## src/rtl/ddr5_phy_dqs_fsm.sv

```systemverilog
// DDR5 PHY write-DQS sequencer: preamble, data, gap/interamble and postamble strobe generation.
// Optional DDR5_PHY_DQS_CRC_EN adds one extra DATA clock per burst to carry CRC UIs.
module ddr5_phy_dqs_fsm (
  input  logic       clk_i,
  input  logic       rst_i,
  input  logic       wr_en_i,
  input  logic [1:0] pre_len_i,
  input  logic       burst_len_i,
  input  logic       post_len_i,
  input  logic [1:0] preamble_bits_i,
  input  logic [1:0] interamble_bits_i,
  output logic       preamble_load_o,
  output logic       preamble_valid_o,
  output logic       interamble_valid_o,
  output logic [2:0] interamble_shift_o,
  output logic       gap_burst_eight_o,
  output logic [1:0] dqs_o,
  output logic       dqs_oe_o,
  output logic [2:0] state_o
);

  typedef enum logic [2:0] {
    IDLE  = 3'd0,
    PRE   = 3'd1,
    DATA  = 3'd2,
    GAP   = 3'd3,
    INTER = 3'd4,
    POST  = 3'd5
  } state_t;

`ifdef DDR5_PHY_DQS_CRC_EN
  localparam logic CRC_EXTRA = 1'b1;
`else
  localparam logic CRC_EXTRA = 1'b0;
`endif

  state_t     state_reg;
  logic [2:0] cnt_reg;
  logic [2:0] gap_cnt_reg;
  logic       bl_reg;
  // Set on every burst start; spends one extra DATA clock once cnt is exhausted.
  logic       crc_ext_reg;

  logic       preamble_load_reg;
  logic       preamble_valid_reg;
  logic       interamble_valid_reg;
  logic [2:0] interamble_shift_reg;
  logic       gap_burst_eight_reg;
  logic [1:0] dqs_reg;
  logic       dqs_oe_reg;

  function automatic logic [2:0] burst_last(input logic bl8);
    return bl8 ? 3'd3 : 3'd7;
  endfunction

  always_ff @(posedge clk_i or negedge rst_i) begin
    if (!rst_i) begin
      state_reg            <= IDLE;
      cnt_reg              <= 3'd0;
      gap_cnt_reg          <= 3'd0;
      bl_reg               <= 1'b0;
      crc_ext_reg          <= 1'b0;
      preamble_load_reg    <= 1'b0;
      preamble_valid_reg   <= 1'b0;
      interamble_valid_reg <= 1'b0;
      interamble_shift_reg <= 3'd0;
      gap_burst_eight_reg  <= 1'b0;
      dqs_reg              <= 2'b00;
      dqs_oe_reg           <= 1'b0;
    end else begin
      // Outputs describe the state being entered; only IDLE releases the driver.
      preamble_load_reg    <= 1'b0;
      preamble_valid_reg   <= 1'b0;
      interamble_valid_reg <= 1'b0;
      interamble_shift_reg <= 3'd0;
      gap_burst_eight_reg  <= 1'b0;
      dqs_oe_reg           <= 1'b1;
      case (state_reg)
        IDLE: begin
          if (wr_en_i) begin
            state_reg          <= PRE;
            cnt_reg            <= {1'b0, pre_len_i};
            preamble_load_reg  <= 1'b1;
            preamble_valid_reg <= 1'b1;
            dqs_reg            <= preamble_bits_i;
          end else begin
            dqs_oe_reg <= 1'b0;
            dqs_reg    <= 2'b00;
          end
        end
        PRE: begin
          if (cnt_reg == 3'd0) begin
            state_reg   <= DATA;
            cnt_reg     <= burst_last(burst_len_i);
            bl_reg      <= burst_len_i;
            crc_ext_reg <= CRC_EXTRA;
            dqs_reg     <= 2'b10;
          end else begin
            cnt_reg            <= cnt_reg - 3'd1;
            preamble_valid_reg <= 1'b1;
            dqs_reg            <= preamble_bits_i;
          end
        end
        DATA: begin
          dqs_reg <= 2'b10;
          if (cnt_reg != 3'd0) begin
            cnt_reg <= cnt_reg - 3'd1;
          end else if (crc_ext_reg) begin
            crc_ext_reg <= 1'b0;
          end else if (wr_en_i) begin
            cnt_reg     <= burst_last(burst_len_i);
            bl_reg      <= burst_len_i;
            crc_ext_reg <= CRC_EXTRA;
          end else begin
            state_reg           <= GAP;
            gap_cnt_reg         <= 3'd1;
            gap_burst_eight_reg <= bl_reg;
            dqs_reg             <= 2'b00;
          end
        end
        GAP: begin
          if (wr_en_i && (gap_cnt_reg <= 3'd6)) begin
            state_reg            <= INTER;
            cnt_reg              <= gap_cnt_reg - 3'd1;
            interamble_shift_reg <= gap_cnt_reg;
            interamble_valid_reg <= 1'b1;
            dqs_reg              <= interamble_bits_i;
            gap_cnt_reg          <= 3'd0;
          end else if (gap_cnt_reg == 3'd7) begin
            state_reg   <= POST;
            cnt_reg     <= {2'b00, post_len_i};
            dqs_reg     <= 2'b01;
            gap_cnt_reg <= 3'd0;
          end else begin
            gap_cnt_reg <= gap_cnt_reg + 3'd1;
            dqs_reg     <= 2'b00;
          end
        end
        INTER: begin
          if (cnt_reg == 3'd0) begin
            state_reg   <= DATA;
            cnt_reg     <= burst_last(burst_len_i);
            bl_reg      <= burst_len_i;
            crc_ext_reg <= CRC_EXTRA;
            dqs_reg     <= 2'b10;
          end else begin
            cnt_reg              <= cnt_reg - 3'd1;
            interamble_valid_reg <= 1'b1;
            interamble_shift_reg <= interamble_shift_reg;
            dqs_reg              <= interamble_bits_i;
          end
        end
        POST: begin
          // Write requests are deliberately not looked at here; IDLE samples them again.
          if (cnt_reg == 3'd0) begin
            state_reg  <= IDLE;
            dqs_oe_reg <= 1'b0;
            dqs_reg    <= 2'b00;
          end else begin
            cnt_reg <= cnt_reg - 3'd1;
            dqs_reg <= 2'b01;
          end
        end
        default: begin
          state_reg   <= IDLE;
          cnt_reg     <= 3'd0;
          gap_cnt_reg <= 3'd0;
          dqs_oe_reg  <= 1'b0;
          dqs_reg     <= 2'b00;
        end
      endcase
    end
  end

  assign preamble_load_o    = preamble_load_reg;
  assign preamble_valid_o   = preamble_valid_reg;
  assign interamble_valid_o = interamble_valid_reg;
  assign interamble_shift_o = interamble_shift_reg;
  assign gap_burst_eight_o  = gap_burst_eight_reg;
  assign dqs_o              = dqs_reg;
  assign dqs_oe_o           = dqs_oe_reg;
  assign state_o            = state_reg;

endmodule

```

## config.mk

```make
export PLATFORM = sky130hd
export DESIGN_NAME = ddr5_phy_dqs_fsm
export DESIGN_NICKNAME = d
export VERILOG_FILES = /design/src/rtl/ddr5_phy_dqs_fsm.sv
export SDC_FILE = /design/constraint.sdc
export NUM_CORES = 1
export LEC_CHECK = 0
export ABC_AREA = 1
export BUFFER_PORTS_ARGS = -buffer_cell sky130_fd_sc_hd__buf_4
export CAP_MARGIN = 20
export CORE_AREA = 3 3 57 59
export CTS_BUF_LIST = sky130_fd_sc_hd__clkbuf_8
export CTS_CLUSTER_DIAMETER = 40
export CTS_CLUSTER_SIZE = 14
export DETAILED_ROUTE_END_ITERATION = 8
export DIE_AREA = 0 0 60 62
export HOLD_SLACK_MARGIN = 0.15
export PLACE_DENSITY = 0.64
export SYNTH_ARGS = -nofsm -noshare
export SYNTH_HDL_FRONTEND = slang
export SYNTH_SLANG_ARGS = --single-unit
export TNS_END_PERCENT = 5
```

## constraint.sdc

```tcl
create_clock -name clk_i -period 1.6 [get_ports clk_i]
set_clock_uncertainty 0.1 [all_clocks]
set_input_delay 0.32 -clock clk_i [delete_from_list [all_inputs] [get_ports clk_i]]
set_output_delay 0.32 -clock clk_i [all_outputs]
set_load 0.005 [all_outputs]
```

==> reports/results.ini <==
[status]
status = finished, final reports clean

[floorplan]
core_outline_area_mm2 = 0.00276
placement_rows = 19
die_area_mm2 = 0.00372
chipHeight_um = 62
design.portCount = 24
initial_utilization = 0.456
die_x_um = 60

[global_routing]
all_layer_global_routing_usage = 0.170
global_route.overflow_total = 0
first_global_vias = 1104
grt_pass1_wl_mm = 4.76
grt_antenna_before_repair = 0
grt_start_max_net_pins = 21

[placed_design]
numPortBuffers = 23
pre_cts_ws_ps = -53.0
dpl.hpwl_mm = 2.24
finalWeightedCongestion = 0.883
post-place-cells = 214

[timing]
final.setup.tns_ps = 0
timing.final.crit_share = 0.958
grt_setup_unrepaired = yes
fin_ws_ps = 67.4
final_max_slew_viol_count = 0
finalHoldViolations = 0
f_max_ghz = 0.652
setup_viol = 0
timing.slew.headroom = 0.737
layout_min_cycle_time_ps = 1530
tightest_slew_ps = 395

[cts]
cts.reportedPaths.clkPinSlew_ps = 80
clk_latency_ps = 260
cts_buffers = 3
ctsRootBufferMaster = sky130_fd_sc_hd__clkbuf_8
clkSinkCount = 20
cts_tree = yes
maximum_root_to_sink_buffer_count = 2
htreeDepth = 1

[synthesis]
combined_area_of_all_synthesized_cells_mm2 = 0.00126
synthCells = 156
combinational_family_with_the_most_area_after_synthesis = simple AND/OR/NAND/NOR gates
synth-seq-cells = 20
synth.area.mux_share = 0
synth-simple-area-share = 0.363
avgSynthCellArea_um2 = 8.07
post_synth_fa_ha_maj_area_fraction = 0.0596
synth-xor-area-share = 0.00696
synth.distinct_cells = 27
synth_warnings = 0
synth_edf_count = 0
seq_area_frac_synth = 0.398
dominantRegCellSynth = sky130_fd_sc_hd__dfrtp_1
syn-num-nets = 173
synth_compound_gate_area_share = 0.0934
ys_async_sr_fraction = 1.00

[detailed_routing]
firstDrtPassIters = 4
detail_route.wl_per_cell_um = 13.5
wl_mm = 3.05
routed_via_density = 5.14
residual_antenna_violating_net_count_after_detailed_routing = 0
detail_route.drc_violations = 0
dr.first_iter.drc_count = 36
vias = 1167

[power]
cellPowerDensity_mw_per_mm2 = 1780
leakagePower_nw = 0.928
max_vdd_drop_mv = 1.15

[min_path]
min_path_type = in2reg

[cells_and_area]
drive_gt1_frac = 0.469
final.fill_count = 235
layoutNonFillerInstCount = 227
syn2layout_area_growth_pct = 41.9
layout.nets = 214
final_core_utilization = 0.648
insertedDiodeCount = 0

[worst_setup_path]
setup.worst_path.start_class = flop
path_max_fanout = 4
worstPathArrival_ps = 1580
setup.worst_path.class = reg2reg
required_ps = 1650
worst_setup_path_end_kind = flop

[flow_run]
drv_cap = 0

==> cell type report <==
class                      count  area [um^2]  share of cell area
sequential                    20          504               0.282
timing repair buffer          37          300               0.168
tap                           31         38.8              0.0217
inverter                      24          100              0.0560
multi-input combinational    111          788               0.441
clock buffer                   4         55.1              0.0308
==> report_power, final <==
part	internal [mW]	switching (mW)
Combinational	0.815	1.15
Clock	0.219	0.169
Sequential	0.692	0.144
==> placed cells by master, fill, tap and decap left out, drive strengths merged <==
master,count
a21boi,1
a21oi,6
a31oi,1
and2,1
buf,36
clkbuf,4
dfrtp,20
dlygate4sd3,1
ha,6
inv,24
nand2,49
nand3,17
nand3b,1
nand4,5
nor2,12
o21ai,9
o22ai,1
o31ai,1
xor2,1
==> metal layers <==
| layer | track usage | wire length (um) | up-vias |
|---|---|---|---|
| li1 | - | - | 586 |
| met4 | 0.0601 | 33 | 0 |
| met3 | 0.0186 | 155 | 5 |
| met2 | 0.299 | 1550 | 28 |
| met1 | 0.215 | 1320 | 548 |
| met5 | 0 | 0 | - |
==> path summary, 6_finish.rpt <==
check	startpoint	to	slack, ps	cells past startpoint
worst max-delay path	gap_cnt_reg[1]	cnt_reg[2]	70	8
worst min-delay path	preamble_bits_i[1]	dqs_o[1]	180	3
worst max register to register	gap_cnt_reg[1]	cnt_reg[2]	70	8
worst min register to register	bl_reg	gap_burst_eight_o	390	2
max in group asynchronous	rst_i	state_o[0]	790	2
min in group asynchronous	rst_i	interamble_shift_o[1]	380	2
==> worst max-delay path, stage by stage (launching register included) <==
cell and delay, ps:
sky130_fd_sc_hd__dfrtp_1 420, sky130_fd_sc_hd__buf_6 150, sky130_fd_sc_hd__ha_4 150, sky130_fd_sc_hd__ha_4 150
sky130_fd_sc_hd__nand3b_4 180, sky130_fd_sc_hd__nand2_4 90, sky130_fd_sc_hd__nor2_4 50, sky130_fd_sc_hd__o21ai_1 80
sky130_fd_sc_hd__nand2_1 70
==> what timing repair did <==
action                                  in CTS  in global routing
setup buffers                                0                  8
endpoints found under the setup margin       3                 15
hold buffers                                 1                  0
hold endpoints to repair                    20                  0
gates resized for setup                      1                 39
pin swaps                                    0                 10
==> metrics by stage <==
| stage | cell area (um^2) | hold slack (ps) | power, mW |
|---|---|---|---|
| global route | 1790 | 184 | 3.46 |
| finish | 1790 | 176 | 3.18 |
| floorplan | 1260 | -75.6 | 1.95 |
| CTS | 1570 | 182 | 2.86 |
| global placement | 1500 | 111 | 2.44 |
| detailed placement | 1500 | 115 | 2.46 |
==> synthesized netlist by cell type, drive strengths merged, types with 5 or more instances <==
cell	instances	area [um^2]
a21oi	6	45.1
o21ai	9	45.0
nand2	49	221
nor2	12	67.6
nand4	5	31.3
inv	24	92.6
dfrtp	20	500
nand3	17	110
ha	6	75.1
==> kinds of logic after synthesis <==
group | after synthesis
compound gates | 19
xor+xnor | 1
fa+ha+maj | 6
buf+inv | 25
flops | 20
simple gates | 85
No activity file was read; power rests on OpenSTA's default activity.
